`config.mk`:
```
export PLATFORM = sky130hd
export DESIGN_NAME = upuart_tx_ctrl
export DESIGN_NICKNAME = d
export VERILOG_FILES = /design/src/rtl/upuart_pkg.sv /design/src/rtl/upuart_baud_tick.sv /design/src/rtl/upuart_tx_ctrl.sv
export SDC_FILE = /design/constraint.sdc
export NUM_CORES = 1
export LEC_CHECK = 0
export ABC_AREA = 0
export CORE_ASPECT_RATIO = 0.5
export CORE_UTILIZATION = 23
export DETAILED_ROUTE_END_ITERATION = 8
export HOLD_SLACK_MARGIN = 0.08
export SKIP_LAST_GASP = 1
export SLEW_MARGIN = 10
export SYNTH_ARGS = -nofsm -noshare
export SYNTH_HDL_FRONTEND = slang
export SYNTH_HIERARCHICAL = 1
export SYNTH_SLANG_ARGS = --single-unit
```
`constraint.sdc`:
```
create_clock -name clk -period 5 [get_ports clk]
set_clock_uncertainty 0.15 [all_clocks]
set_input_delay 1 -clock clk [delete_from_list [all_inputs] [get_ports clk]]
set_output_delay 1 -clock clk [all_outputs]
set_load 0.02 [all_outputs]
```
`src/rtl/upuart_pkg.sv`:
```
// Shared definitions for the UART transmit controller: state encoding,
// default widths, and a bit-index width helper.
`timescale 1ns/1ps
package upuart_pkg;

   localparam int UPUART_FIFO_WIDTH  = 8;
   localparam int UPUART_DIVDR_WIDTH = 16;

   typedef enum logic [2:0] {
      ST_IDLE   = 3'd0,
      ST_START  = 3'd1,
      ST_DATA   = 3'd2,
      ST_PARITY = 3'd3,
      ST_STOP   = 3'd4
   } upuart_tx_state_t;

   // Width of a bit index able to address w positions (at least one bit).
   function automatic int idx_width(input int w);
      return (w > 1) ? $clog2(w) : 1;
   endfunction

endpackage

```
`src/rtl/upuart_baud_tick.sv`:
```
// Bit-period down-counter: loads a period value at the start of each bit
// and counts down to zero; o_tick marks the final cycle of the bit.
`timescale 1ns/1ps
module upuart_baud_tick
   import upuart_pkg::*;
#(
   parameter int CNT_W = UPUART_DIVDR_WIDTH
) (
   input  logic             clk,
   input  logic             nrst,
   input  logic             i_load,
   input  logic [CNT_W-1:0] i_load_val,
   output logic             o_tick
);

   logic [CNT_W-1:0] r_cnt;

   // Reload at each bit start, otherwise count down and hold at zero.
   always_ff @(posedge clk or negedge nrst) begin
      if (!nrst) begin
         r_cnt <= '0;
      end else if (i_load) begin
         r_cnt <= i_load_val;
      end else if (r_cnt != '0) begin
         r_cnt <= r_cnt - 1'b1;
      end
   end

   assign o_tick = (r_cnt == '0);

endmodule

```
`src/rtl/upuart_tx_ctrl.sv`:
```
// UART transmit controller fed by a first-word fall-through FIFO.
// Frame: start bit, FIFO_WIDTH data bits LSB first, optional even parity,
// one stop bit. Back-to-back characters are sent with no idle gap.
// Optional feature: define UPUART_TX_PARITY_EN to insert an even parity bit.
`timescale 1ns/1ps
module upuart_tx_ctrl
   import upuart_pkg::*;
#(
   parameter int FIFO_WIDTH  = UPUART_FIFO_WIDTH,
   parameter int DIVDR_WIDTH = UPUART_DIVDR_WIDTH
) (
   input  logic                   clk,
   input  logic                   nrst,
   input  logic [DIVDR_WIDTH-1:0] count,
   input  logic                   tx_fifo_empty,
   input  logic [FIFO_WIDTH-1:0]  tx_fifo_data,
   output logic                   tx_fifo_rd,
   output logic                   tx,
   output logic                   busy
);

   localparam int             IDX_W    = idx_width(FIFO_WIDTH);
   localparam logic [IDX_W-1:0] LAST_IDX = IDX_W'(FIFO_WIDTH - 1);

   upuart_tx_state_t       r_state;
   logic [FIFO_WIDTH-1:0]  r_data;
   logic [DIVDR_WIDTH-1:0] r_count;
   logic [IDX_W-1:0]       r_idx;
   logic                   r_tx;
   logic                   r_busy;
   logic                   r_armed;
`ifdef UPUART_TX_PARITY_EN
   logic                   r_par;
`endif

   logic                   w_tick;
   logic                   w_pop;
   logic                   w_load;
   logic [DIVDR_WIDTH-1:0] w_load_val;
   logic [IDX_W-1:0]       w_idx_inc;

   // The pop has to coincide with the cycle the head word is observed, so it
   // is decoded from registered state rather than registered itself.
   // r_armed keeps the first cycle after reset release free of pops.
   assign w_pop = r_armed & ~tx_fifo_empty &
                  ((r_state == ST_IDLE) | ((r_state == ST_STOP) & w_tick));

   // A new bit starts on every pop and on every bit end inside a frame.
   assign w_load     = w_pop | ((r_state != ST_IDLE) & w_tick);
   assign w_load_val = w_pop ? count : r_count;
   assign w_idx_inc  = r_idx + IDX_W'(1);

   upuart_baud_tick #(
      .CNT_W (DIVDR_WIDTH)
   ) u_baud_tick (
      .clk        (clk),
      .nrst       (nrst),
      .i_load     (w_load),
      .i_load_val (w_load_val),
      .o_tick     (w_tick)
   );

   // Frame sequencer; tx and busy are registered alongside the state.
   always_ff @(posedge clk or negedge nrst) begin
      if (!nrst) begin
         r_state <= ST_IDLE;
         r_data  <= '0;
         r_count <= '0;
         r_idx   <= '0;
         r_tx    <= 1'b1;
         r_busy  <= 1'b0;
         r_armed <= 1'b0;
`ifdef UPUART_TX_PARITY_EN
         r_par   <= 1'b0;
`endif
      end else begin
         r_armed <= 1'b1;
         if (w_pop) begin
            // Capture character and divider together; later divider changes
            // wait for the next character.
            r_data  <= tx_fifo_data;
            r_count <= count;
`ifdef UPUART_TX_PARITY_EN
            r_par   <= ^tx_fifo_data;
`endif
            r_state <= ST_START;
            r_tx    <= 1'b0;
            r_busy  <= 1'b1;
         end else begin
            case (r_state)
               ST_IDLE: begin
                  r_tx   <= 1'b1;
                  r_busy <= 1'b0;
               end
               ST_START: begin
                  if (w_tick) begin
                     r_state <= ST_DATA;
                     r_idx   <= '0;
                     r_tx    <= r_data[0];
                  end
               end
               ST_DATA: begin
                  if (w_tick) begin
                     if (r_idx == LAST_IDX) begin
`ifdef UPUART_TX_PARITY_EN
                        r_state <= ST_PARITY;
                        r_tx    <= r_par;
`else
                        r_state <= ST_STOP;
                        r_tx    <= 1'b1;
`endif
                     end else begin
                        r_idx <= w_idx_inc;
                        r_tx  <= r_data[w_idx_inc];
                     end
                  end
               end
`ifdef UPUART_TX_PARITY_EN
               ST_PARITY: begin
                  if (w_tick) begin
                     r_state <= ST_STOP;
                     r_tx    <= 1'b1;
                  end
               end
`endif
               ST_STOP: begin
                  if (w_tick) begin
                     r_state <= ST_IDLE;
                     r_tx    <= 1'b1;
                     r_busy  <= 1'b0;
                  end
               end
               default: begin
                  r_state <= ST_IDLE;
                  r_tx    <= 1'b1;
                  r_busy  <= 1'b0;
               end
            endcase
         end
      end
   end

   assign tx_fifo_rd = w_pop;
   assign tx         = r_tx;
   assign busy       = r_busy;

endmodule

```
* After elaboration in Yosys (flattened, before gate mapping)
Cells that the tools add are included.
W data, S select, Z words.
** Word-level totals
- Flip-flop bits (word level) :: 49
- Bits in latches :: 0
- Memory bits (writable) :: 0
- ROM bits :: 0
- Output and inout port bits :: 3
- Logic and storage cells :: 66
- Memories kept :: 0
** Cells by class
- Add/sub/neg operators :: 2
- Multiply operators :: 0
- Div/mod/pow operators :: 0
- Order comparisons :: 1
- Eq/ne operators :: 13
- Shift-type cells :: 0
- Mux-type cells :: 23
- Bitwise logic cells :: 8
- Reductions and logical operators :: 11
** Operators with widths (number)
- $mux W16 :: 3
- $mux W3 :: 7
- $logic_not A16 Y1 :: 1
- $reduce_bool A16 Y1 :: 1
- $sub A16 B1 Y16 const B :: 1
- $ne A3 B3 Y1 const B :: 4
- $pmux W3 S4 :: 1
- $reduce_and A5 Y1 :: 2
- $mux W1 :: 8
- $ne A2 B2 Y1 const B :: 4
- $eq A3 B3 Y1 const B :: 2
- $pmux W3 S2 :: 1
- $and A1 B1 Y1 :: 4
- $lt A3 B4 Y1 const B :: 1
- $reduce_bool A2 Y1 :: 2
- $add A3 B1 Y3 const B :: 1
- $bmux W1 S3 :: 1
- $eq A3 B1 Y1 const B :: 1
- $eq A3 B2 Y1 const B :: 1
- $logic_not A3 Y1 :: 1
- $pmux W1 S3 :: 1
- $reduce_and A3 Y1 :: 1
- $reduce_bool A3 Y1 :: 1
- $ne A2 B1 Y1 const B :: 1
- 5 further kinds :: 7

* Longest topological paths before layout
Gate-level depths: netlist of run 1.
- Word-level depth :: 7
- Depth in mapped cells :: 11
- Gate-level depth less buffers :: 10

* Modules after synthesis
Netlist of run 1, hierarchy kept.
** Modules (own cells, without submodules)
- upuart_tx_ctrl :: instances 1, cells each 108, area an instance 1465.2 µm², seq. area each 827.0 µm²
- upuart_baud_tick :: instances 1, cells each 104, area an instance 1006.0 µm², seq. area each 400.4 µm²

* Worst setup path before layout of run 1
Ideal clock, no wire load.
- Kind :: register to output
- Start :: register u_baud_tick.r_cnt[0]
- End :: output port tx_fifo_rd
- Arrival :: 2119 ps
- Slack :: 1731 ps
- Stages on the path, launching flop included :: 10
- Buffers on the path :: 1
- Cells stage by stage :: dfrtp_1 -> inv_1 -> ha_1 -> nor3b_4 -> nand3_2 -> nor2_1 -> nand2b_1 -> nand3_2 -> buf_2 -> inv_2
** On the way
- Cells in the longest elaborated chain, start to end :: 4
** RTL lines
- start, declared :: line upuart_baud_tick.sv:16 : logic [CNT_W-1:0] r_cnt;
- start signal, assigned :: line upuart_baud_tick.sv:23 : r_cnt <= i_load_val;
- start signal, assigned :: line upuart_baud_tick.sv:25 : r_cnt <= r_cnt - 1'b1;
- $logic_not A16 Y1 :: line upuart_baud_tick.sv:29 : assign o_tick = (r_cnt == '0);
- named net w_tick :: line upuart_tx_ctrl.sv:36 : logic w_tick;
- $and A1 B1 Y1 :: line upuart_tx_ctrl.sv:46 : ((r_state == ST_IDLE) | ((r_state == ST_STOP) & w_tick));
- $or A1 B1 Y1 :: line upuart_tx_ctrl.sv:46
- $and A1 B1 Y1 :: line upuart_tx_ctrl.sv:45 : assign w_pop = r_armed & ~tx_fifo_empty &
- end, declared :: line upuart_tx_ctrl.sv:17 : output logic tx_fifo_rd,
The timed path passes the listed nets, and every way through them passes these cells.

* Worst setup path after layout of run 1
Ends and elaborated chain as after synthesis.

==> impl_metrics.ini, run 1 <==
[hold_path]
hold_path.class = reg2reg
timing.hold.worst.start = tx

[sta]
slew_headroom_pct = 28.6
grt_setup_unrepaired = false
timing_worst_slew_pin_value_ps = 1070
final-max-slew-violation-count = 0
period_share_pct = 82.9
setup-violations-final = 0
finalCriticalPeriod_ps = 4140
setup-tns-final_ps = 0
final-hold-violation-count = 0
max_clock_freq_ghz = 0.241

[placement]
dpl_cell_area_sq_um = 2900
dp.final_hpwl_microns = 3410
gp_congestion = 0.841
io_buffer_count = 29

[worst_setup_path]
worstPathRequired_ps = 3850
timing.critical_path.to = tx_fifo_rd
r2r-start = u_baud_tick/r_cnt[0]
cp-start-kind = flop
crit_path_end_kind = primary output
crit_arrival_ps = 2990
crit_path_start = u_baud_tick/r_cnt[0]
endpoint_of_the_worst_register_to_register_path = u_baud_tick/r_cnt[13]
crit_path_max_fanout = 9
rrSetupSlack_ps = 1620
cp_class = reg2out
worst-r2r-cell-count = 8

[cts]
cts-root-to-sink-buffers = 2
h_tree_depth_reported_by_cts = 2
cts_repair_resize_count = 0
insertion_delay_ps = 290
clkSinkCount = 49
worst_setup_hold_path_clk_slew_ps = 70
cts-buffers-inserted = 5
cts.root.buffer_cell = clkbuf_16
post_cts_buffers = 0
cts-hold-fix-buffers = 0
clock_tree_from_tritoncts = done

[yosys]
synth_top_cell_area_share_pct = 48.6
synth.distinct_cells = 51
synth_seq_cells = 49
post_synth_most_frequent_cells = dfrtp_1 (48), mux2_1 (25), nand2_1 (18)
synth.yosys.warnings = 6
synth_edf_count = 0
synth_sequential_area_ratio_pct = 49.7
synthesis.nets = 242
synthArstFlopShare_pct = 100
synth_cells = 212
mappedNetlistArea_sq_um = 2470
most_common_flop_cell_mapped_by_yosys = dfrtp_1
synth_top_cells_by_area = dfrtp_1 (49%), mux2_1 (11%), xnor2_1 (3.2%)
postSynthAreaPerCell_sq_um = 11.7
post-synth-top-count-cell = dfrtp_1
cell_taking_the_most_area_after_synthesis = dfrtp_1

[detailed_routing]
wl_per_cell_microns = 12.4
remaining_antenna_violation_count_after_routing = 0
detailroute.via_count = 1658
drt-initial-drc-count = 67
drcViolationCount = 0
routed_via_density = 4.35
detail_route.wirelength_microns = 4740
drt_pass1_iterations = 4

[cells_and_area]
postLayoutCoreUtil_pct = 29.6
final.fill_count = 1040
fin_nets = 270
proportion_of_layout_cells_with_a_drive_suffix_above_1_pct = 9.13
final_area_sq_um = 3050
antenna_cells_inserted = 0
area_growth_pct = 23.5

[status]
status = finished clean

[global_routing]
grt_first_pass_wirelength_microns = 8060
globalRouteOverflowTotal = 0
globalRouteTotalUtil_pct = 9.24
grt_max_degree = 50
antenna_found_initial = 0
grt_pass1_vias = 1677

[floorplanning]
pin_count = 30
core_region_area_sq_um = 10300
die_w_microns = 149
placement_rows = 26
die_h_microns = 75.3
die-area_sq_um = 11200
initial_core_util_pct = 24.0

[power_and_ir_drop]
worst_ir_drop_vdd_mv = 0.105
power_per_cell_area_nw_per_um2 = 252
p_leak_nw = 1.33

[run]
max-cap-violations = 0
## report_power, final
part	internal (mW)	total [mW]	switching, mW
Combinational	0.0175	0.0276	0.0102
Clock	0.199	0.344	0.145
Sequential	0.397	0.397	0.0000555
## area by class of cell
class,count,area [sq um],share of cell area (%)
Timing Repair Buffer,31,300,9.84
Multi-Input combinational cell,147,1170,38.5
Clock inverter,2,13.8,0.451
Tap cell,140,175,5.74
Clock buffer,6,139,4.55
Sequential cell,49,1230,40.2
Inverter,6,22.5,0.738
## logic make-up after synthesis
logic type	share of synthesized area, %
other	0.152
flip-flops	49.7
buffers and inverters	2.78
multiplexers	14.8
AND/OR/NAND/NOR	16.4
adder cells (fa/ha/maj)	1.52
AO/OA/AOI/OAI	11.5
XOR/XNOR	3.19
## registers in the layout, indices dropped and copies added, names as in the netlist
register / flops
r_state: 3
r_data: 8
r_idx: 3
busy: 1
tx: 1
r_count: 16
r_armed: 1
u_baud_tick/r_cnt: 16
## how the worst min path moves through the flow
| stage | end | slack (ps) | cells after the start |
|---|---|---|---|
| after floorplan | r_count[11] | 300 | 1 |
| after global placement | tx | 310 | 2 |
| after detailed placement | tx | 310 | 2 |
| after CTS | tx | 320 | 2 |
| after global routing | tx | 350 | 2 |
| final | tx | 320 | 2 |
## stage by stage
step                      total power, mW  instances  setup WS (ps)  hold slack (ps)
after floorplan                     0.405        212           1730              303
after global placement              0.432        373           1270              314
after detailed placement            0.433        373           1210              314
after CTS                           0.780        381            855              324
after global routing                0.794        381            645              345
final                               0.768        381            856              323
## critical path: stages, from the launching register on
cell             delay, ps
dfrtp_1                410
inv_1                   90
ha_1                   200
nor3b_4                410
nand3_2                200
nor2_1                 400
nand2b_1               230
nand3_2                 90
inv_2                   70
clkdlybuf4s50_1        600
## per-layer routing
layer | track usage [%] | routed length, microns
met1 | 11.1 | 2180
met2 | 16.6 | 2360
met3 | 1.80 | 104
met4 | 4.12 | 88
met5 | 0 | 0
## cells in the final DEF (no fill, tap or decap), drive strengths merged, types with 3 or more instances in the layout
master and instances:
dfrtp 48, clkdlybuf4s50 28, mux2 26, nand2 18, nand2b 10, nor2 9
xnor2 9, nor2b 6, nor3 6, o211a 6, clkbuf 6, o21ai 6
inv 5, nand3 4, nor4 4, a22oi 3, o2bb2ai 3, ha 3
a21oi 3, buf 3, clkinv 3
(Power assumes the default switching activity.)
==> inputs of run 2 (changes only) <==
Clock period 5 ns to 4 ns, I/O delays scaled along.
==> run 2 against run 1 <==
  * Worst hold slack gained 7.5 ps
  * Via count rose by 3.2%
  * Critical path depth up 1
  * Sequential share of layout area shrank 0.23 points
  * Clock power is 22% higher
  * Combinational power is 25% higher
  * Register-to-register slack got worse by 810 ps
  * Sequential power rose by 25%
==> impl_metrics.ini, run 2 (synthesis results as in run 1) <==
[status]
status = finished clean

[worst_setup_path]
crit_path_end_kind = primary output
cp_top_family = simple AND/OR/NAND/NOR gates
cp-start-kind = flop
worstPathRequired_ps = 3050
cp_class = reg2out
path_cells = inv_1, ha_1, nor3b_4, nand3_2, nor2_1, buf_4, nand2b_1, nand3_2, inv_2, clkdlybuf4s50_1
critical_path_buf_inv_count = 4
critical_path.most_common_cell = nand3_2
crit_path_max_fanout = 9
crit_arrival_ps = 2850
critical_path.max_stage_delay_ps = 600
cell_with_the_biggest_individual_delay_on_the_critical_path = clkdlybuf4s50_1

[floorplanning]
die_w_microns = 149
pin_count = 30
core_region_area_sq_um = 10300
initial_core_util_pct = 24.0
die_h_microns = 75.3
placement_rows = 26
die-area_sq_um = 11200

[cts]
cts.root.buffer_cell = clkbuf_16
post_cts_buffers = 0
worst_setup_hold_path_clk_slew_ps = 60
cts-buffers-inserted = 5
cts-root-to-sink-buffers = 2
clkSinkCount = 49
cts_repair_resize_count = 0
clock_tree_from_tritoncts = done
cts-hold-fix-buffers = 0
h_tree_depth_reported_by_cts = 2
insertion_delay_ps = 280

[sta]
slew_headroom_pct = 54.4
setup-tns-final_ps = 0
max_clock_freq_ghz = 0.263
finalCriticalPeriod_ps = 3800
final-hold-violation-count = 0
post-route-worst-setup-slack_ps = 204
final-max-slew-violation-count = 0
finalHoldWorstSlack_ps = 330
period_share_pct = 94.9
timing_worst_slew_pin_value_ps = 678
setup-violations-final = 0
grt_setup_unrepaired = false

[cells_and_area]
mostFrequentLayoutCell = dfrtp_1
largest_registers = r_count (16), u_baud_tick/r_cnt (16), r_data (8)
area_growth_pct = 24.3
layout.cells.most_common_list = dfrtp_1 (48), clkdlybuf4s50_1 (28), mux2_1 (25)
proportion_of_layout_cells_with_a_drive_suffix_above_1_pct = 9.88
antenna_cells_inserted = 0
fin_nets = 272

[power_and_ir_drop]
worst_ir_drop_vdd_mv = 0.131
p_leak_nw = 1.34
power_per_cell_area_nw_per_um2 = 310

[detailed_routing]
drt-initial-drc-count = 108
remaining_antenna_violation_count_after_routing = 0
detail_route.wirelength_microns = 4790
routed_via_density = 4.47
drcViolationCount = 0
detailroute.via_count = 1711
drt_pass1_iterations = 4
wl_per_cell_microns = 12.5

[hold_path]
hold_path.class = reg2reg

[placement]
dp_slack_ps = 514
gp_congestion = 0.801
io_buffer_count = 29
dp.final_hpwl_microns = 3540

[global_routing]
grt_max_degree = 50
grt_pass1_vias = 1791
grt_first_pass_wirelength_microns = 8330
globalRouteTotalUtil_pct = 9.38
globalRouteOverflowTotal = 0
antenna_found_initial = 0

[run]
max-cap-violations = 0
-- run 2: cell count changes in the layout (fill, tap and decap cells not counted), sizes merged --
cell / delta
buf: +2
-- run 2: layer usage --
layer / vias to the layer above / part of all wire [%] / track usage (%)
li1: 831 / - / -
met1: 853 / 45 / 11.3
met3: 6 / 3.6 / 2.22
met2: 21 / 50 / 16.7
met5: - / 0 / 0
met4: 0 / 0.90 / 3.67
-- run 2: report_power, final --
part / internal (mW) / leakage [nW] / switching (mW)
combinational: 0.0220 / 0.622 / 0.0126
sequential: 0.496 / 0.639 / 0.0000668
clock: 0.249 / 0.0768 / 0.173
-- run 2: metrics by stage --
stage	power [mW]	instances	utilization [%]	instance area [sq um]
2_1_floorplan	0.506	212	-	2470
5_1_grt	1.00	383	29.8	3070
6_report	0.952	383	29.8	3070
3_3_place_gp	0.540	375	28.3	2920
3_5_place_dp	0.541	375	28.3	2920
4_1_cts	0.974	383	29.8	3070
-- run 2: final timing paths --
path,startpoint,endpoint,slack [ps],cells after the start
min in group asynchronous,nrst,u_baud_tick/r_cnt[11],380,1
min reg2reg,tx,tx,330,2
max in group asynchronous,nrst,u_baud_tick/r_cnt[7],2910,1
max reg2reg,u_baud_tick/r_cnt[0],u_baud_tick/r_cnt[10],810,10
min,tx,tx,330,2
max,u_baud_tick/r_cnt[0],tx_fifo_rd,200,10
-- run 2: worst reg2reg max path: cells and delay by family, from the launching register on --
kind	cells	cell delay, ps
DFF	1	420
AOI/OAI and AO/OA	1	310
adders and majority gates	1	190
muxes	1	590
and+or+nand+nor	4	850
buffers and inverters	3	570
-- run 2: layout make-up --
cell class                      count  area [sq um]
Sequential cell                    49          1230
Inverter                            6          22.5
Fill cell                        1037          7240
Multi-Input combinational cell    147          1170
Clock buffer                        6           139
Clock inverter                      2          13.8
Timing Repair Buffer               33           318
Tap cell                          140           175
